File: config.mk
export PLATFORM = sky130hd
export DESIGN_NAME = pipe_rr_arb
export DESIGN_NICKNAME = d
export VERILOG_FILES = /design/src/rtl/pipe_rr_arb.sv
export SDC_FILE = /design/constraint.sdc
export NUM_CORES = 1
export LEC_CHECK = 0
export ABC_AREA = 1
export BUFFER_PORTS_ARGS = -buffer_cell sky130_fd_sc_hd__buf_2
export CELL_PAD_IN_SITES_DETAIL_PLACEMENT = 1
export CELL_PAD_IN_SITES_GLOBAL_PLACEMENT = 1
export CORE_MARGIN = 1.5
export CORE_UTILIZATION = 25
export DETAILED_ROUTE_END_ITERATION = 16
export GPL_ROUTABILITY_DRIVEN = 0
export PLACE_DENSITY = 0.59
export SKIP_CTS_REPAIR_TIMING = 1
export SLEW_MARGIN = 30
export SYNTH_ARGS = -nofsm -noshare
export SYNTH_HDL_FRONTEND = slang
export SYNTH_SLANG_ARGS = --single-unit
File: constraint.sdc
create_clock -name clock -period 1.9 [get_ports clock]
set_input_delay 0.095 -clock clock [delete_from_list [all_inputs] [get_ports clock]]
set_output_delay 0.095 -clock clock [all_outputs]
set_load 0.01 [all_outputs]
File: src/rtl/pipe_rr_arb.sv
// Round-robin arbiter sharing one registered pipeline stage between NREQ
// requesters. A grant is held for a whole packet (LOCK) and a watchdog
// force-releases a lock whose owner stops sending beats.
module pipe_rr_arb #(
  parameter int NREQ    = 4,
  parameter int IDW     = 2,
  parameter int DSIZE   = 8,
  parameter int TIMEOUT = 255
) (
  input  logic                  clock,
  input  logic                  rst_n,
  input  logic [NREQ-1:0]       req_vld,
  input  logic [NREQ*DSIZE-1:0] req_data,
  input  logic [NREQ-1:0]       req_last,
  output logic [NREQ-1:0]       req_rdy,
  input  logic                  ds_ready,
  output logic                  out_vld,
  output logic [DSIZE-1:0]      out_data,
  output logic [IDW-1:0]        out_id,
  output logic                  out_last,
  output logic                  err_timeout
);

  typedef enum logic {IDLE, LOCK} state_t;

  localparam bit          WD_EN   = (TIMEOUT != 0);
  localparam logic [15:0] WD_LAST = 16'(TIMEOUT - 1);

  state_t           state, state_nxt;
  logic [IDW-1:0]   rr_ptr, rr_ptr_nxt;
  logic [IDW-1:0]   lock_id, lock_id_nxt;
  logic [15:0]      wd_cnt, wd_cnt_nxt;
  logic             err_nxt;

  logic             found;
  logic [IDW-1:0]   winner;
  logic             load_ok;
  logic             accept;
  logic [DSIZE-1:0] win_data;
  logic             win_last;

  // Successor of a requester index, wrapping at NREQ (not at 2**IDW).
  function automatic logic [IDW-1:0] inc_mod(input logic [IDW-1:0] i);
    return (int'(i) == NREQ - 1) ? '0 : i + 1'b1;
  endfunction

  assign load_ok  = !out_vld || ds_ready;
  assign accept   = load_ok && found;
  assign win_data = req_data[int'(winner)*DSIZE +: DSIZE];
  assign win_last = req_last[winner];

  // Pick the eligible winner: the lock owner in LOCK, else first valid from rr_ptr upward.
  always_comb begin
    // NOTE: every variable written here gets a default first, so no latch is inferred.
    found  = 1'b0;
    winner = '0;
    idx_search: begin
      int idx;
      idx = 0;
      if (state == LOCK) begin
        found  = req_vld[lock_id];
        winner = lock_id;
      end else begin
        for (int k = 0; k < NREQ; k++) begin
          idx = int'(rr_ptr) + k;
          if (idx >= NREQ) idx = idx - NREQ;
          if (!found && req_vld[idx]) begin
            found  = 1'b1;
            winner = IDW'(idx);
          end
        end
      end
    end
  end

  // One-hot ready toward the granted requester, only when the output can load.
  always_comb begin
    req_rdy = '0;
    if (accept) req_rdy[winner] = 1'b1;
  end

  // Next-state logic: packet lock/unlock, pointer rotation and watchdog.
  always_comb begin
    state_nxt   = state;
    rr_ptr_nxt  = rr_ptr;
    lock_id_nxt = lock_id;
    wd_cnt_nxt  = wd_cnt;
    err_nxt     = 1'b0;
    if (accept) begin
      wd_cnt_nxt = '0;
      if (win_last) begin
        state_nxt  = IDLE;
        rr_ptr_nxt = inc_mod(winner);
      end else begin
        state_nxt   = LOCK;
        lock_id_nxt = winner;
      end
    end else if (state == LOCK) begin
      if (WD_EN && wd_cnt == WD_LAST) begin
        state_nxt  = IDLE;
        rr_ptr_nxt = inc_mod(lock_id);
        err_nxt    = 1'b1;
        wd_cnt_nxt = '0;
      end else if (wd_cnt != 16'hFFFF) begin
        wd_cnt_nxt = wd_cnt + 16'd1;
      end
    end else begin
      wd_cnt_nxt = '0;
    end
  end

  // Control state register with synchronous active-low reset.
  always_ff @(posedge clock) begin
    // NOTE: sequential state uses non-blocking assignments so every register samples pre-edge values.
    if (!rst_n) begin
      state       <= IDLE;
      rr_ptr      <= '0;
      lock_id     <= '0;
      wd_cnt      <= '0;
      err_timeout <= 1'b0;
    end else begin
      state       <= state_nxt;
      rr_ptr      <= rr_ptr_nxt;
      lock_id     <= lock_id_nxt;
      wd_cnt      <= wd_cnt_nxt;
      err_timeout <= err_nxt;
    end
  end

  // Output pipeline register: load on accept, clear on drain, hold under backpressure.
  always_ff @(posedge clock) begin
    if (!rst_n) begin
      out_vld  <= 1'b0;
      out_data <= '0;
      out_id   <= '0;
      out_last <= 1'b0;
    end else if (accept) begin
      out_vld  <= 1'b1;
      out_data <= win_data;
      out_id   <= winner;
      out_last <= win_last;
    end else if (ds_ready) begin
      out_vld  <= 1'b0;
      out_data <= '0;
      out_last <= 1'b0;
    end
  end

endmodule

* Word level (Yosys, flattened, before mapping)
Index checks and enable logic that the tools add are counted.
Widths: inputs -> output; s select.
** Storage, ports and cells
- Register bits after elaboration :: 34
- Bits in latches :: 0
- Memory bits (writable) :: 0
- Memory bits (read-only) :: 0
- Input bits :: 43
- Output and inout port bits :: 17
- Memories :: 0
** Cells by class
- Add/sub/neg operators :: 10
- Multiply operators :: 0
- Divide/modulo/power cells :: 0
- Order comparisons :: 11
- Equal/unequal tests :: 5
- Shift-type cells :: 1
- Multiplexer cells :: 56
- Bitwise gates (word level) :: 3
- Reduce and logical (&&, ||, !) cells :: 17
** Operators with widths (count)
- $mux 32 :: 8
- $lt 32x4->1 const B :: 4
- $shiftx 32x6->8 :: 1
- $mux 1 :: 27
- $mux 2 :: 11
- $add 16x1->16 const B :: 1
- $eq 16x8->1 const B :: 1
- $mux 8 :: 2
- $ne 16x16->1 const B :: 1
- $bmux 1 s2 :: 6
- $sub 3x3->4 const B :: 3
- $ge 3x3->1 const B :: 3
- $add 2x2->3 const B :: 2
- $lt 2x3->1 const B :: 2
- $reduce_bool 2->1 :: 3
- $logic_and 1x1->1 :: 5
- $add 2x1->2 const B :: 2
- $eq 2x1->1 const B :: 2
- $logic_not 1->1 :: 4
- $mux 4 :: 1
- $reduce_or 4->1 :: 1
- $sub 2x3->4 const B :: 1
- $add 2x1->3 const B :: 1
- $ge 2x3->1 const B :: 1
- 8 further kinds :: 10

* Depth between registers and ports, before layout
Gate-level depths: netlist of run 1.
- Depth after elaboration :: 25
- Depth in mapped cells :: 18
- Depth with buffers taken out :: 17

* Worst setup path after synthesis of run 1
No wires, ideal clock.
- Path kind :: flip-flop to flip-flop
- Start point :: register rr_ptr[0]
- End point :: register rr_ptr[1]
- Library setup time :: 115 ps
- Arrival :: 1886 ps
- Data required time :: 1785 ps
- Slack :: -101 ps
- Cell stages (with the launch flop) :: 18
- Period minus slack after synthesis :: 2001 ps
- Path through :: dfxtp_1 > buf_6 > inv_8 > nand2_1 > nand3_1 > nand2_1 > inv_2 > nand3_2 > nor2_2 > nor2_4 > nand2_2 > inv_2 > buf_4 > ha_1 > nand2_1 > nand2_1 > a21oi_1 > nor2_1
** Between the ends
- Longest elaborated chain between the ends :: 24
- Elaborated cells on any way between the ends :: 62
- Those cells by class :: 8 x add/sub; 4 x order compare; 2 x eq/ne; 38 x mux; 10 x reduce/logical
** RTL lines
- from (decl) :: RTL line 30 : logic [IDW-1:0] rr_ptr, rr_ptr_nxt;
- from (signal assigned) :: RTL line 123 : rr_ptr <= rr_ptr_nxt;
- $sub 2x3->4 or $ge 2x3->1 (tied branches) :: RTL line 66 : if (idx >= NREQ) idx = idx - NREQ;
- $mux 32 :: RTL line 66
- $mux 32 :: RTL line 60 : if (state == LOCK) begin
- $bmux 1 s2 :: RTL line 67 : if (!found && req_vld[idx]) begin
- $mux 1 (implied by the code) (2 in a row) :: RTL line 67
- $mux 1 :: RTL line 67
- $mux 1 :: RTL line 60
- $logic_not 1->1 :: RTL line 67
- [8 not listed]
- $logic_and 1x1->1 :: RTL line 67
- $mux 2 * :: RTL line 67
- $mux 2 * :: RTL line 60
- via winner[0] :: RTL line 36 : logic [IDW-1:0] winner;
- $add 2x1->2 (tied with other cells) :: RTL line 44 : return (int'(i) == NREQ - 1) ? '0 : i + 1'b1;
- $mux 2 or $mux 1 (tied branches) :: RTL line 44, 50
- $mux 2 or $ne 2x1->1 (tied branches)
- $mux 2 or $reduce_and 3->1 (tied branches)
Mark *: on every way through the listed nets, which the timed path passes. The rest lies on a longest branch. The select of a mux whose other input is x is not followed.
A chain may end at the register's enable or synchronous reset.

* Worst setup path after layout of run 1
- Start point :: register rr_ptr[0]
- End point :: output port req_rdy[0]
** Between the ends
- Longest elaborated chain between the ends :: 25
- Elaborated cells on any way between the ends :: 57
- Those cells by class :: 7 x add/sub; 6 x order compare; 36 x mux; 8 x reduce/logical
** RTL lines
- $sub 2x3->4 or $ge 2x3->1 (tied branches) :: RTL line 66
- $mux 32 :: RTL line 66
- $mux 32 :: RTL line 60
- $bmux 1 s2 :: RTL line 67
- $mux 1 (implied by the code) (2 in a row) :: RTL line 67
- $mux 1 :: RTL line 67
- $mux 1 :: RTL line 60
- $logic_not 1->1 :: RTL line 67
- [8 not listed]
- $logic_and 1x1->1 :: RTL line 67
- $mux 2 :: RTL line 67
- $mux 2 :: RTL line 60
- $lt 2x3->1 (implied by the code) or $ge 2x1->1 (tied branches) :: RTL line 79 : if (accept) req_rdy[winner] = 1'b1;
- $logic_and 1x1->1 (implied by the code) :: RTL line 79
- $mux 1 (implied by the code) :: RTL line 79
- $demux 1 s2 :: RTL line 79
- $mux 4 * :: RTL line 79
- to (decl) :: RTL line 15 : output logic [NREQ-1:0] req_rdy,
Every way passes the cells marked *; elsewhere a longest branch is shown, timed or not. The select of a mux whose other input is x is not followed.

==> results.md, run 1 <==
- The wire length reported by the detailed router is 7.89 mm.
- The number of CTS-inserted buffers is 5.
- Overall power consumption after layout is estimated at 5.54 mW.
- Across the run, the number of max-cap violations was 0.
- Synthesis produced a netlist whose cell count is 357.
- The insertion delay to the later sink of the worst-skew pair is 300 ps.
- The count of pins on the block boundary is 60.
- No sink is reached through more buffers than the 2 on the longest clock path.
- The clock tree skew after final layout is 7.95 ps.
- The H-tree generated during clock tree synthesis spans 2 levels.
- In this run the cell area of the synthesized design comes to 2280 um2.
- The critical path's slowest cell is sky130_fd_sc_hd__dfxtp_4.
- The worst voltage drop across the vdd grid is 0.000526 V.
- Of the total synthesized cell area, the portion taken by AND, OR, NAND and NOR gates is 0.436.
- The post-synthesis net count is 407.
- The number of antenna repair diodes is 0.
- The effective utilization at floorplan is 0.260.
- The via count of the first global-routing pass was 2,644.
- Setup repair after global routing could not meet its margin everywhere.
- The routed length per instance is 14.1 um.
- The maximum operating frequency is 452 MHz.
- The die is 98.5 um tall.
- The path category of the worst min-delay check is input pin to flop.
- Traced cell by cell, the critical path runs through buf_12 -> inv_8 -> nand2_2 -> nand2_4 -> nand2_2 -> nand2_4 -> nand3_4 -> nor2_4 -> nor2_4 -> nand2_4 -> buf_6 -> ha_1 -> inv_1 -> nor2_1 -> buf_2.
- In this run the critical register-to-register path is captured at lock_id[1]$_SDFFE_PN0P_.
- The placed instances occupy a cell area of 2920 um2.
- In the routed design, unresolved DRC markers number 0.
- The hold path startpoint is ds_ready.
- Summed over all nets, the switching power comes to 2.62 mW.
- The detailed router finished its first iteration with 56 violations.
- The first detailed-routing pass took 5 iterations.
- Of the total power, the clock network draws 0.108.
- The die footprint is 9710 um2.
- In this run the tool buffered the top-level ports with 59 buffer cells.
- The count of endpoints failing hold in the final timing report is 0.
- The type of element launching the critical path is a flop.
- The first-pass GRT wire length is 12.1 mm.
- The worst pin sits at a relative slew slack of 0.585.
- The number of vias after detailed routing is 2,634.
- In this run the critical register-to-register path is launched from rr_ptr[0]$_SDFFE_PN0P_.
- The summed negative setup slack over all endpoints is -2630 ps.
- The share of the synthesized netlist area taken by xor and xnor gates is 0.0422.
- The portion of synthesized area spent on multiplexers is 0.
- Once routing completed, OpenROAD measured the worst setup slack at -311 ps.
- The total number of placement rows is 34.
- The worst path in the final design needs a cycle of 2210 ps, including I/O delays and setup.
- The endpoint type of the worst setup path is an output pin.
- The depth of the most critical reg-to-reg path is 19.
- Of the total power, registers draw 0.172.
- Power spread over the standard cell area amounts to 1620 nW/um2.
- The worst hold path terminates at out_vld$_SDFFE_PN0P_.
- After synthesis, the mean cell area works out to 6.39 um2.
- The core area is 8760 um2.
- Synthesis inferred 34 register bits.
- Of the total power, combinational logic draws 0.721.
- The biggest fanout along the worst timing path is 10.
- TritonCTS built the clock tree.
- The longest individual stage delay on the worst path is 370 ps.
- Clock tree synthesis found a total of 34 sinks.
- The compound-cell area share of the yosys netlist is 0.0817.
- Across all hold checks on the routed design, the worst slack comes to 121 ps.
- The sequential share of the synthesized area is 0.298.
- The worst-margin pin slew is 621 ps.
- The pin count of the biggest net entering global routing is 18.
- The arithmetic-cell share of the synthesized area counting full adders, half adders and majority gates is 0.0384.
- Setup violations remaining at the end of the flow were counted as 29.
- In the routed layout, each cell is associated on average with a via count of 4.70.
- In the final layout, the share of cells above drive strength 1 is 0.398.
- The critical path data arrival time is 2120 ps.
- The HPWL after detailed placement is 5.80 mm.
- The worst hold path was traced through 4 stages.
- The sum of overflow across all layers after global routing is 0.
- The leakage power summed over all cells is 1.65 nW.
- Clock-pin slew was measured on the worst setup and hold paths at 80 ps.
- In the final design database the tool counted 501 nets.
- The number of unique standard cell types used by synthesis is 34.
- The count of warnings emitted by yosys is 0.
- The checks that failed: setup timing.
- Internal power comes to 2.93 mW.
- The number of pins exceeding their max-slew limit in the final report is 0.
- In this design, the critical path's most frequently occurring cell is sky130_fd_sc_hd__nand2_4.
- In the layout the commonest cells are 98 x sky130_fd_sc_hd__nand2_1, 59 x sky130_fd_sc_hd__buf_2, 35 x sky130_fd_sc_hd__nor2_1.
- The tree is rooted in a sky130_fd_sc_hd__clkbuf_8.
- The fraction of power spent switching nets is 0.472.
- The run finished, with violations left.
- The ratio of final minimum period to clock period is 1.16.
- The number of antenna violations at the first check in global routing was 0.
- From left edge to right edge, the die measures 98.5 um.
- The worst setup path is of the flop to output pin kind.
- The final antenna-violating net count is 0.
- Once layout is done, the placed cells without fillers occupy 3420 um2.
- By area, the combinational part of the netlist is dominated by simple AND/OR/NAND/NOR gates.
- OpenSTA, run right after detailed placement, puts the worst setup slack at -186 ps.
- The register-to-register path setup slack is -220 ps.
- The required time reported for the critical path endpoint is 1800 ps.
- Leaving out fill and tap cells, the most frequent cell in the layout is sky130_fd_sc_hd__nand2_1.
- The aggregate global-route resource usage is 0.153.
- The synthesis-to-layout area growth is 50.0%.
layer usage:
layer  track usage  part of all wire  up-vias
li1              -                 -     1326
met1         0.175              0.42     1269
met2         0.285              0.53       29
met3        0.0369             0.034       10
met4        0.0336             0.010        0
met5             0                 0        -
metrics by stage:
stage	utilization	std cells
final	0.390	560
after global routing	0.390	560
after CTS	0.344	549
after detailed placement	0.333	541
after global placement	0.333	541
after floorplan	-	357
power groups by stage:
stage | Combinational (mW) | Sequential [mW] | Clock (mW)
finish | 4.00 | 0.951 | 0.598
global route | 4.40 | 0.968 | 0.646
CTS | 3.03 | 0.941 | 0.616
detailed placement | 3.02 | 0.958 | 0
global placement | 2.98 | 0.957 | 0
floorplan | 2.01 | 0.983 | 0
cells by family (layout without fill, tap and decap cells):
kind of cell             Yosys count  count (layout)
AO/OA/AOI/OAI                     33              33
XOR/XNOR                          11              11
flip-flops                        34              34
buffers and inverters             48             141
AND/OR/NAND/NOR                  224             226
adder cells (fa/ha/maj)            7               7
sequential cells by signal (all words and copies together) (netlist names):
signal and count:
out_vld 1, out_data 8, out_last 1, state 1, lock_id 2, out_id 2, rr_ptr 2, wd_cnt 16
err_timeout 1
area by class of cell:
class                   instances  area, um2
clock buffers                   6       82.6
clock inverters                 2       12.5
fillers                      1123       5340
inverters                      38        160
multi-input cells             277       1670
flip-flops and latches         34        684
well taps                     108        135
repair buffers                 95        681
worst max path at each step:
stage | start | cells after the start | endpoint
2_1_floorplan | rr_ptr[0]$_SDFFE_PN0P_ | 18 | rr_ptr[1]$_SDFFE_PN0P_
3_3_place_gp | rr_ptr[0]$_SDFFE_PN0P_ | 17 | lock_id[1]$_SDFFE_PN0P_
3_5_place_dp | rr_ptr[0]$_SDFFE_PN0P_ | 17 | lock_id[1]$_SDFFE_PN0P_
4_1_cts | rr_ptr[0]$_SDFFE_PN0P_ | 15 | req_rdy[0]
5_1_grt | rr_ptr[0]$_SDFFE_PN0P_ | 16 | req_rdy[2]
6_report | rr_ptr[0]$_SDFFE_PN0P_ | 15 | req_rdy[0]
critical path: cells and delay by family, from the launching register on:
| kind | cells | cell delay, ps |
|---|---|---|
| simple gates | 9 | 810 |
| buf+inv | 5 | 500 |
| flops | 1 | 370 |
| fa+ha+maj | 1 | 140 |
cell usage after synthesis:
| cell type | n | area (um2) |
|---|---|---|
| sky130_fd_sc_hd__a21oi_1 | 22 | 110 |
| sky130_fd_sc_hd__a21oi_4 | 1 | 16.3 |
| sky130_fd_sc_hd__a31oi_1 | 1 | 6.26 |
| sky130_fd_sc_hd__buf_2 | 3 | 15.0 |
| sky130_fd_sc_hd__buf_4 | 2 | 15.0 |
| sky130_fd_sc_hd__buf_6 | 3 | 33.8 |
| sky130_fd_sc_hd__buf_8 | 1 | 15.0 |
| sky130_fd_sc_hd__clkbuf_1 | 1 | 3.75 |
| sky130_fd_sc_hd__clkinv_1 | 1 | 3.75 |
| sky130_fd_sc_hd__dfxtp_1 | 34 | 681 |
| sky130_fd_sc_hd__ha_1 | 7 | 87.6 |
| sky130_fd_sc_hd__inv_1 | 30 | 113 |
| sky130_fd_sc_hd__inv_2 | 5 | 18.8 |
| sky130_fd_sc_hd__inv_4 | 1 | 6.26 |
| sky130_fd_sc_hd__inv_8 | 1 | 11.3 |
| sky130_fd_sc_hd__nand2_1 | 121 | 454 |
| sky130_fd_sc_hd__nand2_2 | 3 | 18.8 |
| sky130_fd_sc_hd__nand2_4 | 1 | 11.3 |
| sky130_fd_sc_hd__nand3_1 | 45 | 225 |
| sky130_fd_sc_hd__nand3_2 | 3 | 30.0 |
| sky130_fd_sc_hd__nand3_4 | 1 | 17.5 |
| sky130_fd_sc_hd__nand3b_4 | 1 | 20.0 |
| sky130_fd_sc_hd__nand4_1 | 3 | 18.8 |
| sky130_fd_sc_hd__nor2_1 | 35 | 131 |
| sky130_fd_sc_hd__nor2_2 | 3 | 18.8 |
| sky130_fd_sc_hd__nor2_4 | 1 | 11.3 |
| sky130_fd_sc_hd__nor3_1 | 5 | 25.0 |
| sky130_fd_sc_hd__nor4_1 | 2 | 12.5 |
| sky130_fd_sc_hd__o211ai_1 | 2 | 15.0 |
| sky130_fd_sc_hd__o21ai_0 | 5 | 25.0 |
| sky130_fd_sc_hd__o21ai_1 | 1 | 5.00 |
| sky130_fd_sc_hd__o21ai_2 | 1 | 8.76 |
| sky130_fd_sc_hd__xnor2_1 | 1 | 8.76 |
| sky130_fd_sc_hd__xor2_1 | 10 | 87.6 |
Power figures use the tool's default switching activity.
==> inputs of run 2 (changes only) <==
- ABC_AREA: 1 -> 0
- PLACE_DENSITY: 0.59 -> 0.56
==> results.md, run 2 <==
- Measured on the finished design, the core utilization comes to 0.368.
- The least setup slack across all paths after layout is -37.6 ps.
- The met1 wire length is 3.12 mm.
- The worst voltage drop across the vdd grid is 0.000292 V.
- For this design the total switching power over the nets is 1.30 mW.
- OpenSTA, run right after detailed placement, puts the worst setup slack at -45.7 ps.
- The first TritonRoute pass finished after 4 iterations.
- The root buffer cell chosen for the clock tree is sky130_fd_sc_hd__clkbuf_8.
- The largest registers in the layout are wd_cnt: 16 flops, out_data: 8 flops.
- The final count of negative-setup-slack endpoints is 4.
- The total length of routed met2 wires is 3.47 mm.
- Of the total power, registers draw 0.291.
- Buffers inserted during clock tree synthesis total 5.
- Summed over all layers, the routed wires come to 6.84 mm.
- Of all flip-flops after synthesis, the portion carrying an async set or reset was 0.
- The top routing layer in use is met4.
- The mean cell area of the mapped netlist is 8.31 um2.
- The first-pass GRT wire length is 10.7 mm.
- The maximum operating frequency is 516 MHz.
- For this block, the via count after detailed routing is 2,256.
- The final antenna-violating net count is 0.
- For this run, the number of Yosys warnings is 0.
- Tracing the worst setup path back leads to its startpoint at lock_id[0]$_SDFFE_PN0P_.
- The most common library cell in the layout ignoring fill and taps is sky130_fd_sc_hd__buf_2.
- The worst setup path is of the flop to output pin kind.
- The H-tree was split into 2 levels.
- The library cells used most frequently in the layout, excluding fill and tap cells, are 55 x sky130_fd_sc_hd__buf_2, 32 x sky130_fd_sc_hd__buf_4, 29 x sky130_fd_sc_hd__dfxtp_1.
- The run finished, with violations left.
- The share of synthesized area in the top cell type comes to 0.315.
- For this configuration, the core starts out at a cell density of 0.260.
- In the final design database the tool counted 403 nets.
- STA classifies the critical path startpoint as a flop.
- The number of different library cells used by synthesis comes to 49.
- The synthesis-to-layout area growth is 41.3%.
- The signal on the critical path passes through mux2i_2 -> or4b_4 -> nand3_4 -> buf_6 -> buf_4 -> and2_4 -> buf_6.
- The path class of the tightest hold or removal check is input pin to flop.
- The required time reported for the critical path endpoint is 1800 ps.
- The die boundary height is 95.9 um.
- The headroom to the max-slew limit is 0.417.
- The aggregate global-route resource usage is 0.149.
- The CTS clock-pin slew for the worst setup and hold paths is 70 ps.
- The fraction of power consumed by the clock network is 0.164.
- The max capacitance violation total is 0.
- The sum of overflow across all layers after global routing is 0.
- The number of antenna violations at the first check in global routing was 0.
- More flip-flops sit in one register than any other, and that register is wd_cnt.
- In the routed layout, each cell is associated on average with a via count of 4.92.
- The total power is 3.39 mW.
- The floorplan step defined a die boundary enclosing 9200 um2.
- The count of buffers inserted at the top-level ports is 59.
- The number of clock sinks is 34.
- The internal power summed over all cells is 2.09 mW.
- Dividing total power by cell area gives a power density of 1110 nW/um2.
- The via count of the first global-routing pass came to 2,240.
- Setup repair after global routing could not meet its margin everywhere.
- In this run, the number of DRC markers left after iteration 0 of detailed routing was 71.
- The count of endpoints failing hold in the final timing report is 0.
- The total area inside the core boundary comes to 8300 um2.
- The register with the most flip-flops in the layout has 16 of them.
- The number of nets in the synthesized netlist is 310.
- Along the worst path, the maximum fanout reaches 5.
- The critical path's slowest cell is sky130_fd_sc_hd__or4b_4.
- The netlist area before placement is 2160 um2.
- From left edge to right edge, the die measures 95.9 um.
- For the pin with the worst max-slew slack, the measured transition is 864 ps.
- The pin count of the biggest net entering global routing is 12.
- The number of design rule violations left after detail routing is 0.
- The clock tree from TritonCTS is done.
- The synthesized design contains 0 enable-type register cells.
- The routed length per instance is 14.9 um.
- On the worst path, the slowest cell contributes a delay of 510 ps.
- The predominant post-synthesis flop cell is sky130_fd_sc_hd__dfxtp_1.
- For the finished layout, the period the worst path requires is 1940 ps.
- After synthesis, the cell types taking the most area are sky130_fd_sc_hd__dfxtp_1 32%, sky130_fd_sc_hd__nand3_1 5.1%, sky130_fd_sc_hd__mux2i_1 4.6%, sky130_fd_sc_hd__nor2_1 4.5%, sky130_fd_sc_hd__xor2_1 4.5%.
- Yosys instantiated no cell more often than sky130_fd_sc_hd__dfxtp_1.
- The fraction of final layout cells sized beyond drive strength 1 is 0.393.
- In this run the critical register-to-register path is launched from lock_id[0]$_SDFFE_PN0P_.
- The leakage power summed over all cells is 1.33 nW.
- The final reports fail on setup timing.
- The total number of placement rows is 33.
- The fraction of power spent switching nets is 0.384.
- Of the total power, combinational logic draws 0.545.
- Across all hold checks on the routed design, the worst slack comes to 120 ps.
- The cell count after synthesis is 260.
- After synthesis, the most frequently instantiated cells are 34 x sky130_fd_sc_hd__dfxtp_1, 26 x sky130_fd_sc_hd__nor2_1, 25 x sky130_fd_sc_hd__nand2_1.
- The ratio of final minimum period to clock period is 1.02.
- For this run, the register share of the synthesized area comes to 0.315.
- The half-perimeter wire length after detailed placement is 5.32 mm.
- The endpoint type of the worst setup path is an output pin.
- The number of buffers on the longest clock path is 2.
- The count of pins on the block boundary is 60.
- The clock tree skew after final layout is 7.30 ps.
- STA puts the critical path data arrival time at 1840 ps.
- The amount of wire on met3 after detailed routing is 157 um.
- sky130_fd_sc_hd__dfxtp_1 takes more of the synthesized area than any other cell.
- The number of pins exceeding their max-slew limit in the final report is 0.
- The hold path startpoint is req_data[30].
- 0 antenna diodes ended up in the layout.
- The most repeated library cell on the critical path is sky130_fd_sc_hd__buf_6.
- The insertion delay to the later sink of the worst-skew pair is 290 ps.
- The synthesized flop and latch total is 34.
run 2: changes by cell type after synthesis, sizes merged, moves of 11 or more:
cell   change
nand3     -26
and2      +11
inv       -25
a21oi     -15
nand2     -99
nor2      -13
run 2: stage by stage:
stage	TNS, ps	cells	instance area, um2
2_1_floorplan	0	260	2160
3_3_place_gp	-60.0	442	2720
3_5_place_dp	-47.7	442	2720
4_1_cts	-974	450	2820
5_1_grt	-1370	459	3050
6_report	-145	459	3050
run 2: power by group through the flow:
stage / sequential (mW) / combinational (mW) / clock [mW]
2_1_floorplan: 1.01 / 0.892 / 0
3_3_place_gp: 0.979 / 1.53 / 0
3_5_place_dp: 0.988 / 1.52 / 0
4_1_cts: 0.972 / 1.53 / 0.583
5_1_grt: 1.01 / 2.01 / 0.624
6_report: 0.986 / 1.85 / 0.556
run 2: final timing paths:
path,end,slack (ps),cells past startpoint
setup / recovery,req_rdy[3],-40,7
hold / removal,out_data[6]$_SDFFE_PN0P_,120,3
setup reg to reg,rr_ptr[1]$_SDFFE_PN0P_,30,8
hold reg to reg,out_last$_SDFFE_PN0P_,460,2
run 2: kinds of logic after synthesis:
group,share of synthesized area
AO/OA/AOI/OAI,0.210
XOR/XNOR,0.0527
adder cells (fa/ha/maj),0.0406
buffers and inverters,0.0545
flip-flops,0.315
multiplexers,0.0585
AND/OR/NAND/NOR,0.269
run 2: metal layers:
metal | GRT usage | vias to the layer above
li1 | - | 1133
met1 | 0.186 | 1084
met2 | 0.259 | 32
met3 | 0.0261 | 7
met4 | 0.0466 | 0
met5 | 0 | -
run 2: final cells by class:
class                   instances  area (um2)
inverters                      12        45.0
fillers                      1018        5250
well taps                     105         131
clock buffers                   7        86.3
flip-flops and latches         34         689
repair buffers                 96         617
multi-input cells             204        1480
clock inverters                 1        5.00
run 2: critical path: cells and delay by family, from the launching register on:
family | cells | cell delay, ps
mux | 1 | 160
simple gates | 3 | 760
flops | 1 | 340
buf+inv | 3 | 310
==> inputs of run 3 (changes only) <==
- CORE_ASPECT_RATIO: default -> 0.5
- HOLD_SLACK_MARGIN: default -> 0.05
- SKIP_CTS_REPAIR_TIMING: 1 -> default
==> results.md, run 3 (synthesis gave the netlist of run 2 again) <==
- The register with the most flip-flops is wd_cnt.
- The ratio of final minimum period to clock period is 1.00.
- The number of antenna repair diodes is 0.
- The number of design rule violations left after detail routing is 0.
- The cell at the root of the clock tree is sky130_fd_sc_hd__clkbuf_16.
- In this run the most critical hold path is launched from req_data[25].
- The count of endpoints failing hold in the final timing report was 0.
- The first global-routing pass estimated 11.6 mm of wire.
- The most repeated library cell on the critical path is sky130_fd_sc_hd__buf_6.
- The die footprint is 9240 um2.
- The aggregate global-route resource usage is 0.160.
- For this run, the post-layout net count is 412.
- The wire length reported by the detailed router is 7.19 mm.
- Setup repair after global routing could not meet its margin everywhere.
- The fraction of power spent switching nets is 0.373.
- Along the worst path, the maximum fanout reaches 6.
- Entering global routing, the biggest net connects 11 pins.
- Setup total negative slack on the finished layout was measured at -15.3 ps.
- The sequential share of power is 0.268.
- Data on the critical path is required at its endpoint by 1800 ps.
- The final cell utilization of the core is 0.390.
- The total power is 3.69 mW.
- Global routing finished with a remaining overflow of 0.
- The clock tree from TritonCTS is done.
- The register-to-register path setup slack is 10 ps.
- The fraction of final layout cells sized beyond drive strength 1 is 0.398.
- The fraction of power consumed by the clock network is 0.212.
- The worst voltage drop across the vdd grid is 0.000397 V.
- In this run the critical register-to-register path is captured at lock_id[0]$_SDFFE_PN0P_.
- After detailed routing, the average wire length per cell comes to 15.2 um.
- The clock drives 34 sinks.
- STA classifies the critical path startpoint as a flop.
- The die is 134 um wide.
- The core region is 8200 um2.
- The maximum operating frequency is 524 MHz.
- The filler cell count is 996.
- The analysis attributes to net switching a power of 1.38 mW.
- The slowest stage of the critical path belongs to the cell sky130_fd_sc_hd__dfxtp_4.
- TritonCTS created 5 clock buffers.
- The clock reaches the later pin of the worst-skew pair after 280 ps.
- For this configuration, the core starts out at a cell density of 0.263.
- The worst hold path belongs to the class input pin to flop.
- In the post-route analysis, the smallest setup slack over all paths is -8.72 ps.
- The number of antenna violations at the first check in global routing is 0.
- The floorplan has 23 rows.
- The die is 68.7 um tall.
- The level count of the clock H-tree is 2.
- Leaving out fill and tap cells, the most frequent cell in the layout is sky130_fd_sc_hd__buf_2.
- Max-cap violations in this run came to 0.
- On the final layout, the worst clock skew is 3.53 ps.
- The number of buffers on the longest clock path is 2.
- The worst hold path cell count is 3.
- In this run the tightest slew margin relative to its limit is 0.743.
- In this run the power density over the cells is 1160 nW/um2.
- The final count of negative-setup-slack endpoints is 3.
- The HPWL after detailed placement is 5.45 mm.
- Hold repair after CTS inserted 0 buffers.
- The final reports fail on setup timing.
- The number of vias after detailed routing is 2,287.
- The signal on the critical path passes through nand2b_4 -> o211ai_4 -> a211oi_4 -> nor2_4 -> buf_6 -> ha_4 -> and2_4 -> buf_6.
- The flip-flop count of the largest register, all copies and words added is 16.
- In this run the critical register-to-register path is launched from rr_ptr[0]$_SDFFE_PN0P_.
- The routed design could run at a clock period as short as 1910 ps.
- The area growth from synthesis to layout is 48.0%.
- The path type of the worst setup path is flop to output pin.
- 60 I/O pins were placed.
- The longest individual stage delay on the worst path is 390 ps.
- The first detailed-routing pass ran for 5 iterations.
- The combinational share of power is 0.521.
- The endpoint of the worst hold-timing path is out_data[1]$_SDFFE_PN0P_.
- The count of buffers added on input and output ports is 59.
- The via count of the first global-routing pass was 2,358.
- The final antenna-violating net count is 0.
- The depth of the most critical reg-to-reg path is 8.
- The detailed-route vias per instance is 4.82.
- The leakage power summed over all cells is 1.40 nW.
- The CTS clock-pin slew for the worst setup and hold paths is 50 ps.
- Leaving out fill and tap cells, the most frequent cells in the layout are 56 x sky130_fd_sc_hd__buf_2, 39 x sky130_fd_sc_hd__buf_4, 30 x sky130_fd_sc_hd__dfxtp_1.
- The internal power summed over all cells is 2.32 mW.
- The number of violations reported at the end of detailed-routing iteration 0 is 74.
- Data arrives at the worst endpoint at 1810 ps.
- STA classifies the critical path endpoint as an output pin.
- In the final layout, the registers with the most flip-flops are wd_cnt: 16 flops, out_data: 8 flops.
- The number of pins exceeding their max-slew limit in the final report is 0.
- The run finished, with violations left.
- The worst-margin pin slew is 384 ps.
run 3: cell types whose count changed in the layout (fill, tap and decap cells not counted), moves of 2 or more:
cell / previous run / this run
sky130_fd_sc_hd__buf_6: 9 / 7
sky130_fd_sc_hd__clkbuf_16: 0 / 5
sky130_fd_sc_hd__dfxtp_4: 1 / 4
sky130_fd_sc_hd__dfxtp_2: 4 / 0
sky130_fd_sc_hd__buf_8: 0 / 2
sky130_fd_sc_hd__clkbuf_8: 6 / 0
sky130_fd_sc_hd__buf_4: 32 / 39
run 3: area by class of cell:
type / instances / area (um2) / area share
timing repair buffer: 105 / 687 / 0.215
inverter: 12 / 47.5 / 0.0149
tap: 112 / 140 / 0.0438
clock buffer: 5 / 125 / 0.0391
multi-input combinational: 204 / 1490 / 0.467
clock inverter: 2 / 10.0 / 0.00313
sequential: 34 / 696 / 0.218
run 3: per-stage QoR:
step	setup WS, ps	hold WS, ps	instance area (um2)	instances
final	-8.72	122	3200	474
after global routing	-131	146	3200	474
after CTS	-41.1	127	3070	467
after detailed placement	-230	418	2780	455
after global placement	-93.4	402	2780	455
after floorplan	96.8	273	2160	260
run 3: timing repair:
item,CTS,global route
buffers inserted,6,8
gates resized for setup,28,20
pin swaps,9,15
setup endpoints to repair,17,16
cloned,0,0
run 3: worst max path at each step:
stage,start,end,slack (ps),cells past startpoint
3_3_place_gp,out_vld$_SDFFE_PN0P_,lock_id[0]$_SDFFE_PN0P_,-90,8
5_1_grt,lock_id[0]$_SDFFE_PN0P_,lock_id[0]$_SDFFE_PN0P_,-130,6
3_5_place_dp,lock_id[0]$_SDFFE_PN0P_,out_data[5]$_SDFFE_PN0P_,-230,6
2_1_floorplan,rr_ptr[0]$_SDFFE_PN0P_,req_rdy[0],100,7
6_report,rr_ptr[0]$_SDFFE_PN0P_,req_rdy[2],-9,8
4_1_cts,rr_ptr[0]$_SDFFE_PN0P_,req_rdy[2],-40,8
run 3: worst max-delay path: cells and delay by family, from the launching register on:
family | cells | cell delay, ps
flops | 1 | 390
compound gates | 2 | 390
simple gates | 3 | 360
buf+inv | 2 | 250
fa+ha+maj | 1 | 150
run 3: power groups by stage:
stage	logic, mW	registers [mW]	clock network (mW)
global route	2.11	1.01	0.841
CTS	1.76	0.976	0.807
detailed placement	1.52	0.975	0
floorplan	0.892	1.01	0
finish	1.92	0.989	0.782
global placement	1.49	0.973	0
run 3: layer usage:
metal | routed length (um) | part of all wire | GRT usage
met2 | 3440 | 0.48 | 0.291
met1 | 3410 | 0.47 | 0.198
met4 | 57 | 0.0079 | 0.0323
met5 | 0 | 0 | 0
met3 | 281 | 0.039 | 0.0380
